==> src/rtl/multicycle_control_pkg.sv <==
// Shared definitions for the multi-cycle RISC-V control sequencer: ALU codes,
// opcode/funct constants, FSM state encoding, operand/write-back selects.
package multicycle_control_pkg;

  typedef enum logic [3:0] {
    ALU_ADD = 4'b0000,
    ALU_SUB = 4'b0001,
    ALU_OR  = 4'b0010,
    ALU_LUI = 4'b0100,
    ALU_SLL = 4'b0101,
    ALU_SRL = 4'b0110
  } alu_op_e;

  localparam logic [6:0] OPC_OP     = 7'b0110011;
  localparam logic [6:0] OPC_OP_IMM = 7'b0010011;
  localparam logic [6:0] OPC_LUI    = 7'b0110111;
  localparam logic [6:0] OPC_LOAD   = 7'b0000011;
  localparam logic [6:0] OPC_STORE  = 7'b0100011;
  localparam logic [6:0] OPC_BRANCH = 7'b1100011;
  localparam logic [6:0] OPC_JAL    = 7'b1101111;

  localparam logic [2:0] F3_ADD_SUB = 3'b000;
  localparam logic [2:0] F3_SLL     = 3'b001;
  localparam logic [2:0] F3_SRL     = 3'b101;
  localparam logic [2:0] F3_OR      = 3'b110;
  localparam logic [2:0] F3_WORD    = 3'b010;
  localparam logic [2:0] F3_BEQ     = 3'b000;

  localparam logic [6:0] F7_BASE = 7'b0000000;
  localparam logic [6:0] F7_SUB  = 7'b0100000;

  typedef enum logic [3:0] {
    S_FETCH     = 4'd0,
    S_DECODE    = 4'd1,
    S_EXEC_R    = 4'd2,
    S_EXEC_I    = 4'd3,
    S_EXEC_LUI  = 4'd4,
    S_WB_ALU    = 4'd5,
    S_MEM_ADDR  = 4'd6,
    S_MEM_READ  = 4'd7,
    S_MEM_WRITE = 4'd8,
    S_WB_MEM    = 4'd9,
    S_BRANCH    = 4'd10,
    S_JAL       = 4'd11,
    S_HALT      = 4'd12
  } state_e;

  typedef enum logic [1:0] {
    SRC_A_PC     = 2'd0,
    SRC_A_OLD_PC = 2'd1,
    SRC_A_RS1    = 2'd2
  } src_a_e;

  typedef enum logic [1:0] {
    SRC_B_RS2  = 2'd0,
    SRC_B_FOUR = 2'd1,
    SRC_B_IMM  = 2'd2
  } src_b_e;

  typedef enum logic [1:0] {
    WB_ALU_OUT = 2'd0,
    WB_MDR     = 2'd1,
    WB_PC      = 2'd2
  } wb_sel_e;

  typedef struct packed {
    alu_op_e op;
    logic    legal;
  } alu_dec_t;

  // Full set of datapath controls driven by the sequencer in one cycle.
  typedef struct packed {
    logic    mem_req;
    logic    mem_write;
    logic    iord;
    logic    ir_write;
    logic    pc_write;
    logic    pc_src;
    logic    reg_write;
    wb_sel_e wb_sel;
    src_a_e  alu_src_a;
    src_b_e  alu_src_b;
    alu_op_e alu_op;
    logic    illegal;
  } ctrl_t;

  // funct3 -> ALU op mapping shared by register and immediate arithmetic.
  function automatic alu_dec_t funct3_alu_op(input logic [2:0] funct3);
    alu_dec_t dec;
    dec.op    = ALU_ADD;
    dec.legal = 1'b1;
    case (funct3)
      F3_ADD_SUB: dec.op = ALU_ADD;
      F3_SLL:     dec.op = ALU_SLL;
      F3_SRL:     dec.op = ALU_SRL;
      F3_OR:      dec.op = ALU_OR;
      default:    dec.legal = 1'b0;
    endcase
    return dec;
  endfunction

endpackage

==> src/rtl/alu_op_decoder.sv <==
// Combinational instruction decode: (opcode, funct3, funct7) -> ALU operation
// and a legality flag covering every supported encoding.
module alu_op_decoder
  import multicycle_control_pkg::*;
(
  input  logic [6:0] opcode_i,
  input  logic [2:0] funct3_i,
  input  logic [6:0] funct7_i,
  output alu_op_e    alu_operation_o,
  output logic       legal_o
);

  alu_dec_t f3_dec;

  assign f3_dec = funct3_alu_op(funct3_i);

  // NOTE: every output gets a default before the case so no path can leave
  // it unassigned, which would otherwise infer a latch.
  always_comb begin
    alu_operation_o = ALU_ADD;
    legal_o         = 1'b0;
    case (opcode_i)
      OPC_OP: begin
        if (funct7_i == F7_BASE) begin
          alu_operation_o = f3_dec.op;
          legal_o         = f3_dec.legal;
        end else if (funct7_i == F7_SUB && funct3_i == F3_ADD_SUB) begin
          alu_operation_o = ALU_SUB;
          legal_o         = 1'b1;
        end
      end
      OPC_OP_IMM: begin
        alu_operation_o = f3_dec.op;
        legal_o         = f3_dec.legal;
      end
      OPC_LUI: begin
        alu_operation_o = ALU_LUI;
        legal_o         = 1'b1;
      end
      OPC_LOAD, OPC_STORE: legal_o = (funct3_i == F3_WORD);
      OPC_BRANCH: begin
        alu_operation_o = ALU_SUB;
        legal_o         = (funct3_i == F3_BEQ);
      end
      OPC_JAL: legal_o = 1'b1;
      default: legal_o = 1'b0;
    endcase
  end

endmodule

==> src/rtl/multicycle_control.sv <==
// Multi-cycle RISC-V control FSM driving ALU op, operand selects and datapath
// write enables. Define ILLEGAL_TRAP_EN to halt on illegal instructions.
module multicycle_control
  import multicycle_control_pkg::*;
(
  input  logic       clk,
  input  logic       reset,
  input  logic [6:0] opcode_i,
  input  logic [2:0] funct3_i,
  input  logic [6:0] funct7_i,
  input  logic       zero_i,
  input  logic       mem_ready_i,
  output logic       mem_req_o,
  output logic       mem_write_o,
  output logic       iord_o,
  output logic       ir_write_o,
  output logic       pc_write_o,
  output logic       pc_src_o,
  output logic       reg_write_o,
  output logic [1:0] wb_sel_o,
  output logic [1:0] alu_src_a_o,
  output logic [1:0] alu_src_b_o,
  output logic [3:0] alu_operation_o,
  output logic       illegal_o,
  output logic [3:0] state_o
);

  state_e  state_q, state_d;
  ctrl_t   ctrl, ctrl_out;
  alu_op_e dec_op;
  logic    dec_legal;

  alu_op_decoder u_alu_op_decoder (
    .opcode_i        (opcode_i),
    .funct3_i        (funct3_i),
    .funct7_i        (funct7_i),
    .alu_operation_o (dec_op),
    .legal_o         (dec_legal)
  );

  // NOTE: sequential state uses non-blocking assignment so every flop samples
  // pre-edge values regardless of statement order.
  always_ff @(posedge clk) begin
    if (reset) state_q <= S_FETCH;
    else       state_q <= state_d;
  end

  always_comb begin
    ctrl    = '0;
    state_d = state_q;
    case (state_q)
      S_FETCH: begin
        ctrl.mem_req   = 1'b1;
        ctrl.iord      = 1'b0;
        ctrl.alu_src_a = SRC_A_PC;
        ctrl.alu_src_b = SRC_B_FOUR;
        ctrl.alu_op    = ALU_ADD;
        if (mem_ready_i) begin
          ctrl.ir_write = 1'b1;
          ctrl.pc_write = 1'b1;
          ctrl.pc_src   = 1'b0;
          state_d       = S_DECODE;
        end
      end
      S_DECODE: begin
        // Speculatively compute the branch/jump target into ALUOut.
        ctrl.alu_src_a = SRC_A_OLD_PC;
        ctrl.alu_src_b = SRC_B_IMM;
        ctrl.alu_op    = ALU_ADD;
        if (!dec_legal) begin
          ctrl.illegal = 1'b1;
`ifdef ILLEGAL_TRAP_EN
          state_d = S_HALT;
`else
          state_d = S_FETCH;
`endif
        end else begin
          case (opcode_i)
            OPC_OP:              state_d = S_EXEC_R;
            OPC_OP_IMM:          state_d = S_EXEC_I;
            OPC_LUI:             state_d = S_EXEC_LUI;
            OPC_LOAD, OPC_STORE: state_d = S_MEM_ADDR;
            OPC_BRANCH:          state_d = S_BRANCH;
            OPC_JAL:             state_d = S_JAL;
            default:             state_d = S_FETCH;
          endcase
        end
      end
      S_EXEC_R: begin
        ctrl.alu_src_a = SRC_A_RS1;
        ctrl.alu_src_b = SRC_B_RS2;
        ctrl.alu_op    = dec_op;
        state_d        = S_WB_ALU;
      end
      S_EXEC_I: begin
        ctrl.alu_src_a = SRC_A_RS1;
        ctrl.alu_src_b = SRC_B_IMM;
        ctrl.alu_op    = dec_op;
        state_d        = S_WB_ALU;
      end
      S_EXEC_LUI: begin
        ctrl.alu_src_b = SRC_B_IMM;
        ctrl.alu_op    = ALU_LUI;
        state_d        = S_WB_ALU;
      end
      S_WB_ALU: begin
        ctrl.reg_write = 1'b1;
        ctrl.wb_sel    = WB_ALU_OUT;
        state_d        = S_FETCH;
      end
      S_MEM_ADDR: begin
        ctrl.alu_src_a = SRC_A_RS1;
        ctrl.alu_src_b = SRC_B_IMM;
        ctrl.alu_op    = ALU_ADD;
        state_d        = (opcode_i == OPC_LOAD) ? S_MEM_READ : S_MEM_WRITE;
      end
      S_MEM_READ: begin
        ctrl.mem_req = 1'b1;
        ctrl.iord    = 1'b1;
        if (mem_ready_i) state_d = S_WB_MEM;
      end
      S_MEM_WRITE: begin
        ctrl.mem_req   = 1'b1;
        ctrl.iord      = 1'b1;
        ctrl.mem_write = 1'b1;
        if (mem_ready_i) state_d = S_FETCH;
      end
      S_WB_MEM: begin
        ctrl.reg_write = 1'b1;
        ctrl.wb_sel    = WB_MDR;
        state_d        = S_FETCH;
      end
      S_BRANCH: begin
        ctrl.alu_src_a = SRC_A_RS1;
        ctrl.alu_src_b = SRC_B_RS2;
        ctrl.alu_op    = ALU_SUB;
        ctrl.pc_write  = zero_i;
        ctrl.pc_src    = 1'b1;
        state_d        = S_FETCH;
      end
      S_JAL: begin
        ctrl.pc_write  = 1'b1;
        ctrl.pc_src    = 1'b1;
        ctrl.reg_write = 1'b1;
        ctrl.wb_sel    = WB_PC;
        state_d        = S_FETCH;
      end
      S_HALT: begin
        ctrl.illegal = 1'b1;
        state_d      = S_HALT;
      end
      default: state_d = S_FETCH;
    endcase
  end

  // Reset blanks every output, abandoning any outstanding memory request.
  assign ctrl_out = reset ? '0 : ctrl;

  assign mem_req_o       = ctrl_out.mem_req;
  assign mem_write_o     = ctrl_out.mem_write;
  assign iord_o          = ctrl_out.iord;
  assign ir_write_o      = ctrl_out.ir_write;
  assign pc_write_o      = ctrl_out.pc_write;
  assign pc_src_o        = ctrl_out.pc_src;
  assign reg_write_o     = ctrl_out.reg_write;
  assign wb_sel_o        = ctrl_out.wb_sel;
  assign alu_src_a_o     = ctrl_out.alu_src_a;
  assign alu_src_b_o     = ctrl_out.alu_src_b;
  assign alu_operation_o = ctrl_out.alu_op;
  assign illegal_o       = ctrl_out.illegal;
  assign state_o         = reset ? 4'd0 : state_q;

endmodule

==> config.mk <==
export PLATFORM = sky130hd
export DESIGN_NAME = multicycle_control
export DESIGN_NICKNAME = d
export VERILOG_FILES = /design/src/rtl/multicycle_control_pkg.sv /design/src/rtl/alu_op_decoder.sv /design/src/rtl/multicycle_control.sv
export SDC_FILE = /design/constraint.sdc
export NUM_CORES = 1
export LEC_CHECK = 0
export CAP_MARGIN = 20
export CORE_MARGIN = 2
export CORE_UTILIZATION = 43
export DETAILED_ROUTE_END_ITERATION = 10
export GPL_ROUTABILITY_DRIVEN = 0
export PLACE_DENSITY = 0.86
export SYNTH_ARGS = -nofsm -noshare
export SYNTH_HDL_FRONTEND = slang
export SYNTH_SLANG_ARGS = --single-unit
==> constraint.sdc <==
create_clock -name clk -period 4.3 [get_ports clk]
set_input_delay 0.86 -clock clk [delete_from_list [all_inputs] [get_ports clk]]
set_output_delay 0.86 -clock clk [all_outputs]
set_load 0.01 [all_outputs]
# Word level (Yosys, flattened, before mapping)
# Cells that the tools add are included.
op_classes:
  n_eq_ne: 27
  mux: 28
  reduce_logical: 13
ops:
  columns: ["op", "n"]
  rows:
  - ["6-bit case mux with 6 select lines", 1]
  - ["7-bit by 6-bit equality test with 1-bit output, second input constant", 4]
  - ["4-bit two-way mux", 7]
  - ["4-bit case mux with 7 select lines", 1]
  - ["4-bit case mux with 6 select lines", 1]
  - ["4-bit equality test, second input constant", 5]
  - ["18-bit two-way mux", 1]
  - ["3-bit case mux with 3 select lines", 2]
  - ["4-bit by 3-bit equality test with 1-bit output, second input constant", 4]
  - ["4-bit case mux with 4 select lines", 1]
  - ["7-bit equality test, second input constant", 2]
  - ["1-bit two-way mux", 9]
  - ["4-bit by 2-bit equality test with 1-bit output, second input constant", 2]
  - ["2-bit OR reduction", 4]
  - ["4-bit OR reduction", 2]
  - ["7-bit by 2-bit equality test with 1-bit output, second input constant", 1]
  - ["7-bit by 5-bit equality test with 1-bit output, second input constant", 1]
  - ["7-bit zero test", 1]
  - ["3-bit equality test, second input constant", 2]
  - ["2-bit inequality test, second input constant", 3]
  - ["2-bit case mux with 3 select lines", 1]
  - ["3-bit OR reduction", 2]
  - ["1-bit case mux with 5 select lines", 1]
  - ["4-bit by 1-bit equality test with 1-bit output, second input constant", 1]
  - ["other kinds (9)", 9]
totals:
  register_bits: 4
  in_bits: 21
  out_inout_bits: 22
  wordCells: 69

# Longest topological paths before layout
depth:
  depth_word: 8
  mapped_depth: 6
  ltp_nobuf: 5

# By module
# From an unflattened synthesis, not the netlist that was laid out.
unflattened:
  cells_unflattened: 135
  hier_area_um2: 920.9
modules_own_cells:
  columns: ["module", "instances", "cells_per_inst", "area_each_um2", "seq_area_each_um2"]
  rows:
  - ["multicycle_control", 1, 99, 669.4, 80.1]
  - ["alu_op_decoder", 1, 36, 251.5, 0.0]

# Least setup slack after synthesis
# OpenSTA, ideal clock, no wires.
synth_timing:
  path_kind: "input to output"
  startpoint: "input port funct7_i[1]"
  endpoint: "output port illegal_o"
  t_arrival_ps: 2183
  required_time_ps: 3440
  path_slack_ps: 1257
  path_stages: 5
  n_path_buf: 0
  cell_sequence: "or4_4 > o41ai_4 > nand3_2 > and3_4 > a32o_1"
synth_between:
  elab_chain_cells: 8
  word_cells_on_any_way: 9
  cone_classes: "eq/ne: 1; mux: 6; reduce/logical: 2"
synth_lines:
  columns: ["item", "line_no", "source"]
  rows:
  - ["from (decl)", "multicycle_control.sv:10", "input logic [6:0] funct7_i,"]
  - ["7-bit by 6-bit equality test with 1-bit output", "alu_op_decoder.sv:27", "end else if (funct7_i == F7_SUB && funct3_i == F3_ADD_SUB) begin"]
  - ["1-bit logical AND", "alu_op_decoder.sv:27", null]
  - ["1-bit two-way mux", "alu_op_decoder.sv:27", null]
  - ["1-bit two-way mux *", "alu_op_decoder.sv:24", "if (funct7_i == F7_BASE) begin"]
  - ["1-bit case mux with 5 select lines *", "alu_op_decoder.sv:22", "case (opcode_i)"]
  - ["1-bit two-way mux *", "multicycle_control.sv:70", "if (!dec_legal) begin"]
  - ["1-bit case mux with 2 select lines *", "multicycle_control.sv:51", "case (state_q)"]
  - ["18-bit two-way mux *", "multicycle_control.sv:157", "assign ctrl_out = reset ? '0 : ctrl;"]
  - ["to (decl)", "multicycle_control.sv:24", "output logic illegal_o,"]
# Every way passes the cells marked *; elsewhere a longest branch is shown, timed or not.

# Worst setup path after layout
layout_timing:
  startpoint: "input port funct7_i[1]"
  endpoint: "output port alu_operation_o[0]"
layout_between:
  elab_chain_cells: 7
  word_cells_on_any_way: 8
  cone_classes: "eq/ne: 1; mux: 5; reduce/logical: 2"
layout_lines:
  columns: ["item", "line_no", "source"]
  rows:
  - ["7-bit by 6-bit equality test with 1-bit output", "alu_op_decoder.sv:27", null]
  - ["1-bit logical AND", "alu_op_decoder.sv:27", null]
  - ["1-bit two-way mux", "alu_op_decoder.sv:27", null]
  - ["4-bit two-way mux *", "alu_op_decoder.sv:24", null]
  - ["4-bit case mux with 4 select lines *", "alu_op_decoder.sv:22", null]
  - ["6-bit case mux with 6 select lines *", "multicycle_control.sv:51", null]
  - ["18-bit two-way mux *", "multicycle_control.sv:157", null]
  - ["to (decl)", "multicycle_control.sv:23", "output logic [3:0] alu_operation_o,"]
# Marks and branches as above.

==> summary.md <==
| Metric | Value |
|---|---|
| Post-synthesis sequential area ratio | 9.467% |
| Initial DRT Pass Iterations | 4 |
| Post-route minimum period | 4.003 ns |
| CTS root buf | clkbuf_4 |
| RSZ-0062 raised after global routing | no |
| Synth Register Bits | 4 |
| Distinct cells, synth | 48 |
| Total grt overflow | 0 |
| Die Footprint | 0.002338 mm² |
| Vias per cell | 5.853 |
| Average size of a mapped cell | 6.713 µm² |
| Slew @ Worst Pin | 0.5383 ns |
| Vias in the first global route | 1030 |
| VDD IR max | 132.2 µV |
| Die Y | 48.35 µm |
| CTS tree | built |
| Area delta synth->final | 53.70% |
| Yosys warning count | 0 |
| Worst Setup Start Kind | input port |
| H-tree Lvls | 1 |
| P_leak | 0.4228 nW |
| Fin Clk Skew | 0.007710 ns |
| Wire length per cell | 13.04 µm |
| Clock buffer count from CTS | 3 |
| Max Clk Rate | 249.8 MHz |
| Power density over cell area | 123.7 mW/mm² |
| Relative slew slack | 64.06% |
| Reg clk slew, reported paths | 0.04 ns |
| DRC | 0 |
| Post-CTS Hold Fix Bufs | 0 |
| Antenna violations before repair | 0 |
| DR iter-0 viols | 34 |
| Post-CTS Repair Setup Buffers | 0 |
| Tcrit/Tclk final | 93.09% |
| Max-slew violation count | 0 |
| IO Pins | 43 |
| Total Nets Final | 187 |
| Rows | 16 |
| Antenna-violating nets left | 0 |
| Post-route setup TNS | 0 ns |
| Dominant synthesized flop cell | dfxtp_1 |
| CP Data Required Time | 3.44 ns |
| Starting Density | 44.47% |
| Routed WL | 2490 µm |
| Largest net degree at the start of global routing | 18 |
| FFs w/ async S/R, synth | 0% |
| Worst-Skew Late Latency | 0.25 ns |
| Most common cell after layout, fill and taps aside | clkdlybuf4s50_1 |
| Status | finished, final reports clean |
| HPWL Detailed | 2018 µm |
| Max FO, Critical Path | 4 |
| Total GRT Usage | 21.61% |
| CP arrival | 3.14 ns |
| Final setup viols | 0 |
| Max FFs per register | 4 |
| Number of synthesized flops with an enable pin | 0 |
| Width of the die | 48.35 µm |
| Crit end category | primary output |
| Via count | 1118 |
| R2R setup slack | 2.40 ns |
| Max Cap Viol | 0 |
| Share of cells above drive strength 1 | 7.927% |
| Most flops, register | state_q |
| Port buffer count | 41 |
| Hold/Removal Path Class | reg -> reg |
| Final Hold Viols | 0 |
| Syn Nets | 147 |
| First-pass GRT wire length | 4222 µm |
| Crit path kind | in -> out |
| Post-cts resize count | 0 |
| Syn Std Cell Area | 845.8 µm² |
| Fillers | 168 |
| Most frequent cells in the layout | 41 x clkdlybuf4s50_1, 10 x nor2b_1, 10 x nor2_1 |
| CTS Sinks | 4 |
| Cell count after synthesis | 126 |
| Area of the core | 0.001902 mm² |
| Maximum clock path buffer count | 2 |
| Diode count | 0 |
| Regs by FF count | state_q: 4 flops |
| Overall power | 160.9 µW |
==> where the power goes <==
group,total (mW),internal (mW),switching (mW)
clock,0.0492,0.0314,0.0178
sequential,0.0413,0.0381,0.00322
combinational,0.0704,0.0390,0.0313
total,0.161,0.109,0.0524
==> logic make-up (layout without fill, tap and decap cells) <==
kind of cell | Yosys count | in the layout | share of synthesized area [%]
other | 1 | 1 | 0.4434
buffers and inverters | 13 | 51 | 6.361
muxes | 1 | 1 | 1.183
AOI/OAI and AO/OA | 34 | 34 | 31.07
adders and majority gates | 1 | 1 | 1.183
and+or+nand+nor | 68 | 68 | 46.16
DFF | 4 | 4 | 9.468
xor gates and xnor gates | 4 | 4 | 4.143
==> through the flow <==
stage	instance area [µm²]	util, %	instances	worst slack (ns)	hold WS (ns)
2_1_floorplan	845.8	-	126	1.257	0.6536
3_3_place_gp	1277	67.17	188	0.3468	0.7275
3_5_place_dp	1277	67.17	188	0.3042	0.7371
4_1_cts	1300	68.36	191	0.3000	0.7337
5_1_grt	1300	68.36	191	0.1460	0.7875
6_report	1300	68.36	191	0.2973	0.7471
==> Yosys cell counts, types with 2 or more instances <==
library cell,instances,area (µm²)
o31ai_2,2,25.02
o21ai_0,4,20.02
o32ai_1,3,26.28
nor2b_1,10,62.56
dfxtp_1,4,80.08
nor3_1,8,40.04
xnor2_1,3,26.28
clkbuf_1,8,30.03
and2_1,2,12.51
nand4_1,3,18.77
nand2_1,9,33.78
a31oi_1,4,25.02
nand3_1,4,20.02
nor2_1,10,37.54
or3_1,3,18.77
or2_1,2,12.51
nor4_1,2,12.51
o21ai_1,2,10.01
inv_1,3,11.26
a21oi_1,7,35.03
nand2b_1,6,37.54
==> path summary, 6_finish.rpt <==
kind,end,startpoint,cells past startpoint
worst max register to register,state_q[0]$_SDFFE_PP0P_,state_q[0]$_SDFFE_PP0P_,5
worst min register to register,state_q[0]$_SDFFE_PP0P_,state_q[1]$_SDFFE_PP0P_,3
worst max-delay path,alu_operation_o[0],funct7_i[1],7
worst min-delay path,state_q[0]$_SDFFE_PP0P_,state_q[1]$_SDFFE_PP0P_,3
==> layout make-up <==
class                   instances  area, µm²  area share, %
clock buffers                   3      22.52          1.732
repair buffers                 45      440.4          33.88
multi-input cells             109      711.9          54.76
flip-flops and latches          4      80.08          6.160
well taps                      27      33.78          2.599
inverters                       3      11.26         0.8662
==> layer usage <==
metal | track usage, % | routed length [µm] | up-vias
li1 | - | - | 550
met1 | 23.09 | 980 | 515
met2 | 41.67 | 1324 | 48
met3 | 4.012 | 150 | 5
met4 | 8.095 | 34 | 0
met5 | 0 | 0 | -
==> critical path: stages <==
cell	delay, ns
clkdlybuf4s50_1	0.39
or4_4	0.55
o41ai_4	0.33
nand3_1	0.12
o32a_1	0.20
o32ai_1	0.11
clkdlybuf4s50_1	0.59
Power figures use the tool's default switching activity.
